**src/rtl/mem_arbiter_if.sv**
```systemverilog
// Bundle of every handshake and bus signal around mem_arbiter.
//  master : the arbiter's view. It receives the EX data request, the IF fetch
//           request and the memory ack/read data. It drives completion, stall
//           and the memory command.
//  slave  : the surrounding pipeline and memory (testbench) view.
// Port summary (master direction):
//  in  d_req_addr, d_req_wr_data, d_req_wr_en, d_req_count   EX data request
//  out d_done, d_rd_data, d_stall                            EX completion/stall
//  in  i_req, i_req_addr                                     IF fetch request
//  out i_done, i_rd_data, i_stall                            IF completion/stall
//  out m_req, m_addr, m_wr_data, m_wr_en, m_count            memory command
//  in  m_ack, m_rd_data                                      memory response
interface mem_arbiter_if #(
  parameter int ADDR_W  = 32,
  parameter int WORD_W  = 32,
  parameter int COUNT_W = 2
);
  logic [ADDR_W-1:0]  d_req_addr;
  logic [WORD_W-1:0]  d_req_wr_data;
  logic               d_req_wr_en;
  logic [COUNT_W-1:0] d_req_count;
  logic               d_done;
  logic [WORD_W-1:0]  d_rd_data;
  logic               d_stall;

  logic               i_req;
  logic [ADDR_W-1:0]  i_req_addr;
  logic               i_done;
  logic [WORD_W-1:0]  i_rd_data;
  logic               i_stall;

  logic               m_req;
  logic [ADDR_W-1:0]  m_addr;
  logic [WORD_W-1:0]  m_wr_data;
  logic               m_wr_en;
  logic [COUNT_W-1:0] m_count;
  logic               m_ack;
  logic [WORD_W-1:0]  m_rd_data;

  modport master (
    input  d_req_addr, d_req_wr_data, d_req_wr_en, d_req_count,
    input  i_req, i_req_addr,
    input  m_ack, m_rd_data,
    output d_done, d_rd_data, d_stall,
    output i_done, i_rd_data, i_stall,
    output m_req, m_addr, m_wr_data, m_wr_en, m_count
  );

  modport slave (
    output d_req_addr, d_req_wr_data, d_req_wr_en, d_req_count,
    output i_req, i_req_addr,
    output m_ack, m_rd_data,
    input  d_done, d_rd_data, d_stall,
    input  i_done, i_rd_data, i_stall,
    input  m_req, m_addr, m_wr_data, m_wr_en, m_count
  );
endinterface

```
**src/rtl/mem_arbiter.sv**
```systemverilog
// Shares one memory port between the EX data request and the IF fetch.
// The winner's command is latched into the m_* registers and held until the
// memory acks. Completion and read data are then routed back combinationally.
// Data wins by default. After STARVE_MAX consecutive data grants with a fetch
// waiting, the fetch is forced through.
// Ports:
//  clk    clock
//  clr_n  synchronous active-low reset
//  bus    mem_arbiter_if.master (requester, completion and memory signals)
module mem_arbiter #(
  parameter int ADDR_W     = 32,
  parameter int WORD_W     = 32,
  parameter int COUNT_W    = 2,
  parameter int STARVE_MAX = 4
) (
  input  logic           clk,
  input  logic           clr_n,
  mem_arbiter_if.master  bus
);

  localparam logic [COUNT_W-1:0] CNT_NONE   = COUNT_W'(0);
  localparam logic [COUNT_W-1:0] CNT_WORD   = COUNT_W'(3);
  localparam logic [3:0]         STARVE_LIM = 4'(STARVE_MAX);

  typedef enum logic [1:0] {IDLE, GNT_D, GNT_I} state_t;

  state_t     state, state_nxt;
  logic [3:0] starve_cnt;
  logic       d_pend, i_pend, grant_d, grant_i;

  function automatic logic [3:0] sat_inc(input logic [3:0] v);
    return (v == 4'hF) ? v : v + 4'd1;
  endfunction

  always_comb begin
    state_nxt = state;
    grant_d   = 1'b0;
    grant_i   = 1'b0;
    d_pend    = (bus.d_req_count != CNT_NONE);
    i_pend    = bus.i_req;
    case (state)
      IDLE: begin
        // A waiting fetch overtakes data once the starvation limit is hit.
        if (d_pend && i_pend) begin
          grant_i = (starve_cnt >= STARVE_LIM);
          grant_d = ~grant_i;
        end else begin
          grant_d = d_pend;
          grant_i = i_pend;
        end
        if (grant_d)      state_nxt = GNT_D;
        else if (grant_i) state_nxt = GNT_I;
      end
      GNT_D, GNT_I: begin
        if (bus.m_ack) state_nxt = IDLE;
      end
      default: state_nxt = IDLE;
    endcase
  end

  always_comb begin
    bus.d_done    = (state == GNT_D) && bus.m_ack;
    bus.i_done    = (state == GNT_I) && bus.m_ack;
    bus.d_rd_data = bus.d_done ? bus.m_rd_data : WORD_W'(0);
    bus.i_rd_data = bus.i_done ? bus.m_rd_data : WORD_W'(0);
    bus.d_stall   = d_pend && !bus.d_done;
    bus.i_stall   = i_pend && !bus.i_done;
  end

  always_ff @(posedge clk) begin
    if (!clr_n) begin
      state         <= IDLE;
      starve_cnt    <= 4'd0;
      bus.m_req     <= 1'b0;
      bus.m_addr    <= ADDR_W'(0);
      bus.m_wr_data <= WORD_W'(0);
      bus.m_wr_en   <= 1'b0;
      bus.m_count   <= CNT_NONE;
    end else begin
      state <= state_nxt;
      if (grant_d) begin
        bus.m_req     <= 1'b1;
        bus.m_addr    <= bus.d_req_addr;
        bus.m_wr_data <= bus.d_req_wr_data;
        bus.m_wr_en   <= bus.d_req_wr_en;
        bus.m_count   <= bus.d_req_count;
        // Only consecutive data grants that actually block a fetch count.
        starve_cnt    <= i_pend ? sat_inc(starve_cnt) : 4'd0;
      end else if (grant_i) begin
        bus.m_req     <= 1'b1;
        bus.m_addr    <= bus.i_req_addr;
        bus.m_wr_data <= WORD_W'(0);
        bus.m_wr_en   <= 1'b0;
        bus.m_count   <= CNT_WORD;
        starve_cnt    <= 4'd0;
      end else if (state != IDLE && bus.m_ack) begin
        bus.m_req     <= 1'b0;
        bus.m_count   <= CNT_NONE;
      end
    end
  end

endmodule

```
**src/flat_wrapper.sv**
```systemverilog
// flat-port wrapper written by rule: the top's interface ports become plain ports
module mem_arbiter_flat 
#(
  parameter int ADDR_W     = 32,
  parameter int WORD_W     = 32,
  parameter int COUNT_W    = 2,
  parameter int STARVE_MAX = 4
)
  (clk, clr_n, bus_d_req_addr, bus_d_req_wr_data, bus_d_req_wr_en, bus_d_req_count, bus_i_req, bus_i_req_addr, bus_m_ack, bus_m_rd_data, bus_d_done, bus_d_rd_data, bus_d_stall, bus_i_done, bus_i_rd_data, bus_i_stall, bus_m_req, bus_m_addr, bus_m_wr_data, bus_m_wr_en, bus_m_count);
  mem_arbiter_if #(.ADDR_W(ADDR_W), .WORD_W(WORD_W), .COUNT_W(COUNT_W)) bus_i ();
  input  logic clk;
  input  logic clr_n;
  input wire logic [$bits(bus_i.d_req_addr)-1:0] bus_d_req_addr;
  input wire logic [$bits(bus_i.d_req_wr_data)-1:0] bus_d_req_wr_data;
  input wire logic [$bits(bus_i.d_req_wr_en)-1:0] bus_d_req_wr_en;
  input wire logic [$bits(bus_i.d_req_count)-1:0] bus_d_req_count;
  input wire logic [$bits(bus_i.i_req)-1:0] bus_i_req;
  input wire logic [$bits(bus_i.i_req_addr)-1:0] bus_i_req_addr;
  input wire logic [$bits(bus_i.m_ack)-1:0] bus_m_ack;
  input wire logic [$bits(bus_i.m_rd_data)-1:0] bus_m_rd_data;
  output wire logic [$bits(bus_i.d_done)-1:0] bus_d_done;
  output wire logic [$bits(bus_i.d_rd_data)-1:0] bus_d_rd_data;
  output wire logic [$bits(bus_i.d_stall)-1:0] bus_d_stall;
  output wire logic [$bits(bus_i.i_done)-1:0] bus_i_done;
  output wire logic [$bits(bus_i.i_rd_data)-1:0] bus_i_rd_data;
  output wire logic [$bits(bus_i.i_stall)-1:0] bus_i_stall;
  output wire logic [$bits(bus_i.m_req)-1:0] bus_m_req;
  output wire logic [$bits(bus_i.m_addr)-1:0] bus_m_addr;
  output wire logic [$bits(bus_i.m_wr_data)-1:0] bus_m_wr_data;
  output wire logic [$bits(bus_i.m_wr_en)-1:0] bus_m_wr_en;
  output wire logic [$bits(bus_i.m_count)-1:0] bus_m_count;
  assign bus_i.d_req_addr = bus_d_req_addr;
  assign bus_i.d_req_wr_data = bus_d_req_wr_data;
  assign bus_i.d_req_wr_en = bus_d_req_wr_en;
  assign bus_i.d_req_count = bus_d_req_count;
  assign bus_i.i_req = bus_i_req;
  assign bus_i.i_req_addr = bus_i_req_addr;
  assign bus_i.m_ack = bus_m_ack;
  assign bus_i.m_rd_data = bus_m_rd_data;
  assign bus_d_done = bus_i.d_done;
  assign bus_d_rd_data = bus_i.d_rd_data;
  assign bus_d_stall = bus_i.d_stall;
  assign bus_i_done = bus_i.i_done;
  assign bus_i_rd_data = bus_i.i_rd_data;
  assign bus_i_stall = bus_i.i_stall;
  assign bus_m_req = bus_i.m_req;
  assign bus_m_addr = bus_i.m_addr;
  assign bus_m_wr_data = bus_i.m_wr_data;
  assign bus_m_wr_en = bus_i.m_wr_en;
  assign bus_m_count = bus_i.m_count;
  mem_arbiter #(.ADDR_W(ADDR_W), .WORD_W(WORD_W), .COUNT_W(COUNT_W), .STARVE_MAX(STARVE_MAX)) u_core (.clk(clk), .clr_n(clr_n), .bus(bus_i));
endmodule
```
**config.mk**
```make
export PLATFORM = sky130hd
export DESIGN_NAME = mem_arbiter_flat
export DESIGN_NICKNAME = d
export VERILOG_FILES = /design/src/rtl/mem_arbiter_if.sv /design/src/rtl/mem_arbiter.sv /design/src/flat_wrapper.sv
export SDC_FILE = /design/constraint.sdc
export NUM_CORES = 1
export LEC_CHECK = 0
export CAP_MARGIN = 20
export CORE_AREA = 2 2 106 108
export DETAILED_ROUTE_END_ITERATION = 10
export DIE_AREA = 0 0 108 110
export DONT_BUFFER_PORTS = 1
export GPL_TIMING_DRIVEN = 0
export PLACE_DENSITY = 0.42
export SLEW_MARGIN = 40
export SYNTH_ARGS = -nofsm -noshare
export SYNTH_HDL_FRONTEND = slang
export SYNTH_SLANG_ARGS = --single-unit
```
**constraint.sdc**
```tcl
create_clock -name clk -period 2.3 [get_ports clk]
set_clock_uncertainty 0.1 [all_clocks]
set_input_delay 0.46 -clock clk [delete_from_list [all_inputs] [get_ports clk]]
set_output_delay 0.46 -clock clk [all_outputs]
set_load 0.02 [all_outputs]
```
==> metrics.txt <==
yosys synthesis warning count 0; final instance area 3610 um^2; Max Root-Sink Buffers 2; htree depth 3; commonest non-fill, non-tap cells in the layout dfxtp_1, nor2_1, and3_1; layout cells sized above 1 13.0%; clk sinks 74; largest net degree at the start of global routing 14; crit-path max FO 6; Layout area overhead 12.5%; Setup CP Type flip-flop to output port; Post-DRT Antenna Nets 0; synthesized flop and latch total 74; minimum clock period 2.21 ns; area share of the leading cell type in the synthesized netlist 46.2%; Post-DP HPWL 7.89 mm; cell taking the most area after synthesis dfxtp_1; top cells by area, synth dfxtp_1, and3_1, a222oi_1; CTS Root Cell clkbuf_8; number of max-cap violations 0; Final Hold Vio Count 0; Ant. Diodes 0; power consumption 0.00345 W; netlist area before placement 3200 um^2; Cells after DPL 494; IO Port Bufs 0; initial antenna violation count 0; PD cells 956 nW/um^2; Worst Setup End Kind output port; Initial Utilization 30.0%; Leak Pwr 1.62 nW; CTS tree yes; Initial DRT Pass Iterations 7; Vias/cell 5.56; hold slack 0.148 ns; Clock Latency Late Sink 0.35 ns; syn nets 493; Critical Path RT 1.74 ns; peak supply drop 0.000366 V; Mapped Cells 354; HP Class primary input to flip-flop; RSZ-0062 raised after global routing false; dpl cell area 3380 um^2; DRC violation count after routing 0; final setup TNS 0 ns; die height 110 um; Avg WL per Cell 20.2 um; worst-margin pin slew 0.520 ns; drt initial violations 285; Post-synth EDFFs 0; Top FF cell, synth dfxtp_1; routability cong. 0.730; Post-Layout Cell Count 509; GRT Overall Usage 16.3%; first-pass GRT wire length 14.6 mm; fin nets 504; CTS Hold Bufs 0; slew margin rel. 65.3%; CP Launch Type flip-flop; final wirelength 10.3 mm; most common cell after layout, fill and taps aside dfxtp_1; Critical Path AT 1.65 ns; Synth Area per Inst 9.05 um^2; die area 11900 um^2; row count 38; Fmax 0.453 GHz; Vias 2828; status finished clean; max-slew violations 0; Num CTS Buffers 9; # IOs 271; Die Width 108 um; GRT overflow 0; vias in the first global route 2742; sequential share of the synthesized area 46.2%; Unique masters post-synth 30; Synth async-reset ratio 0%; post-route clock period utilization 96.1%; Reg clk slew, reported paths 0.08 ns; final setup fails 0; Core Box Area 10700 um^2
## final timing paths
path	start	end	slack, ns	depth (start not counted)
hold / removal	bus_d_req_wr_data[18]	u_core.bus.m_wr_data[18]	0.15	2
setup / recovery	u_core.state[1]	bus_d_stall	0.09	4
setup reg to reg	u_core.state[0]	u_core.bus.m_wr_data[4]	0.34	9
hold reg to reg	u_core.starve_cnt[1]	u_core.starve_cnt[1]	0.36	2
## Yosys cell counts (3+ instances only)
master	count
nand2_1	8
and3_1	65
nor2_1	67
dfxtp_1	74
buf_8	3
a21oi_1	5
ha_1	4
a22oi_1	34
clkbuf_1	21
o21ai_0	3
buf_2	13
a222oi_1	32
## state kept, by name, summed over array words and instances (netlist names)
register	cells
u_core.bus.m_count	2
u_core.bus.m_wr_en	1
u_core.state	2
u_core.bus.m_wr_data	32
u_core.bus.m_req	1
u_core.starve_cnt	4
u_core.bus.m_addr	32
## cell families after synthesis
| logic type | share of synthesized area (%) |
|---|---|
| buffers and inverters | 7.18 |
| AO/OA/AOI/OAI | 21.4 |
| flip-flops | 46.2 |
| adder cells (fa/ha/maj) | 1.56 |
| AND/OR/NAND/NOR | 23.6 |
## where the power goes
| group | leakage, nW | internal, W | switching [W] |
|---|---|---|---|
| clock | 0.106 | 0.000608 | 0.000504 |
| combinational | 0.902 | 0.000240 | 0.000429 |
| sequential | 0.610 | 0.00142 | 0.000250 |
## worst max-delay path: stages, from the launching register on
cell,delay [ns]
dfxtp_1,0.36
inv_1,0.07
ha_1,0.25
and2_1,0.25
nor2_1,0.37
## cell type report
cell class	instances	area, um^2
Multi-Input combinational cell	236	1500
Fill cell	1117	7090
Clock buffer	9	124
Tap cell	140	175
Inverter	4	15.0
Clock inverter	6	90.1
Buffer	40	223
Sequential cell	74	1480
## per-stage QoR
stage,setup slack (ns),util (%)
2_1_floorplan,0.542,-
3_3_place_gp,0.303,31.6
3_5_place_dp,0.269,31.6
5_1_grt,0.00767,33.7
6_report,0.0903,33.7
4_1_cts,0.00141,33.6
## repair_timing
action / 4_1_cts / 5_1_grt
resized for setup: 0 / 15
setup buffers: 0 / 0
setup endpoints to repair: 0 / 62
## per-layer routing
metal,vias up,track usage [%],routed length (um)
li1,1346,-,-
met1,1292,18.4,3870
met2,179,28.9,5210
met3,11,5.53,1090
met4,0,5.59,129
met5,-,0,0
(Power assumes the default switching activity.)
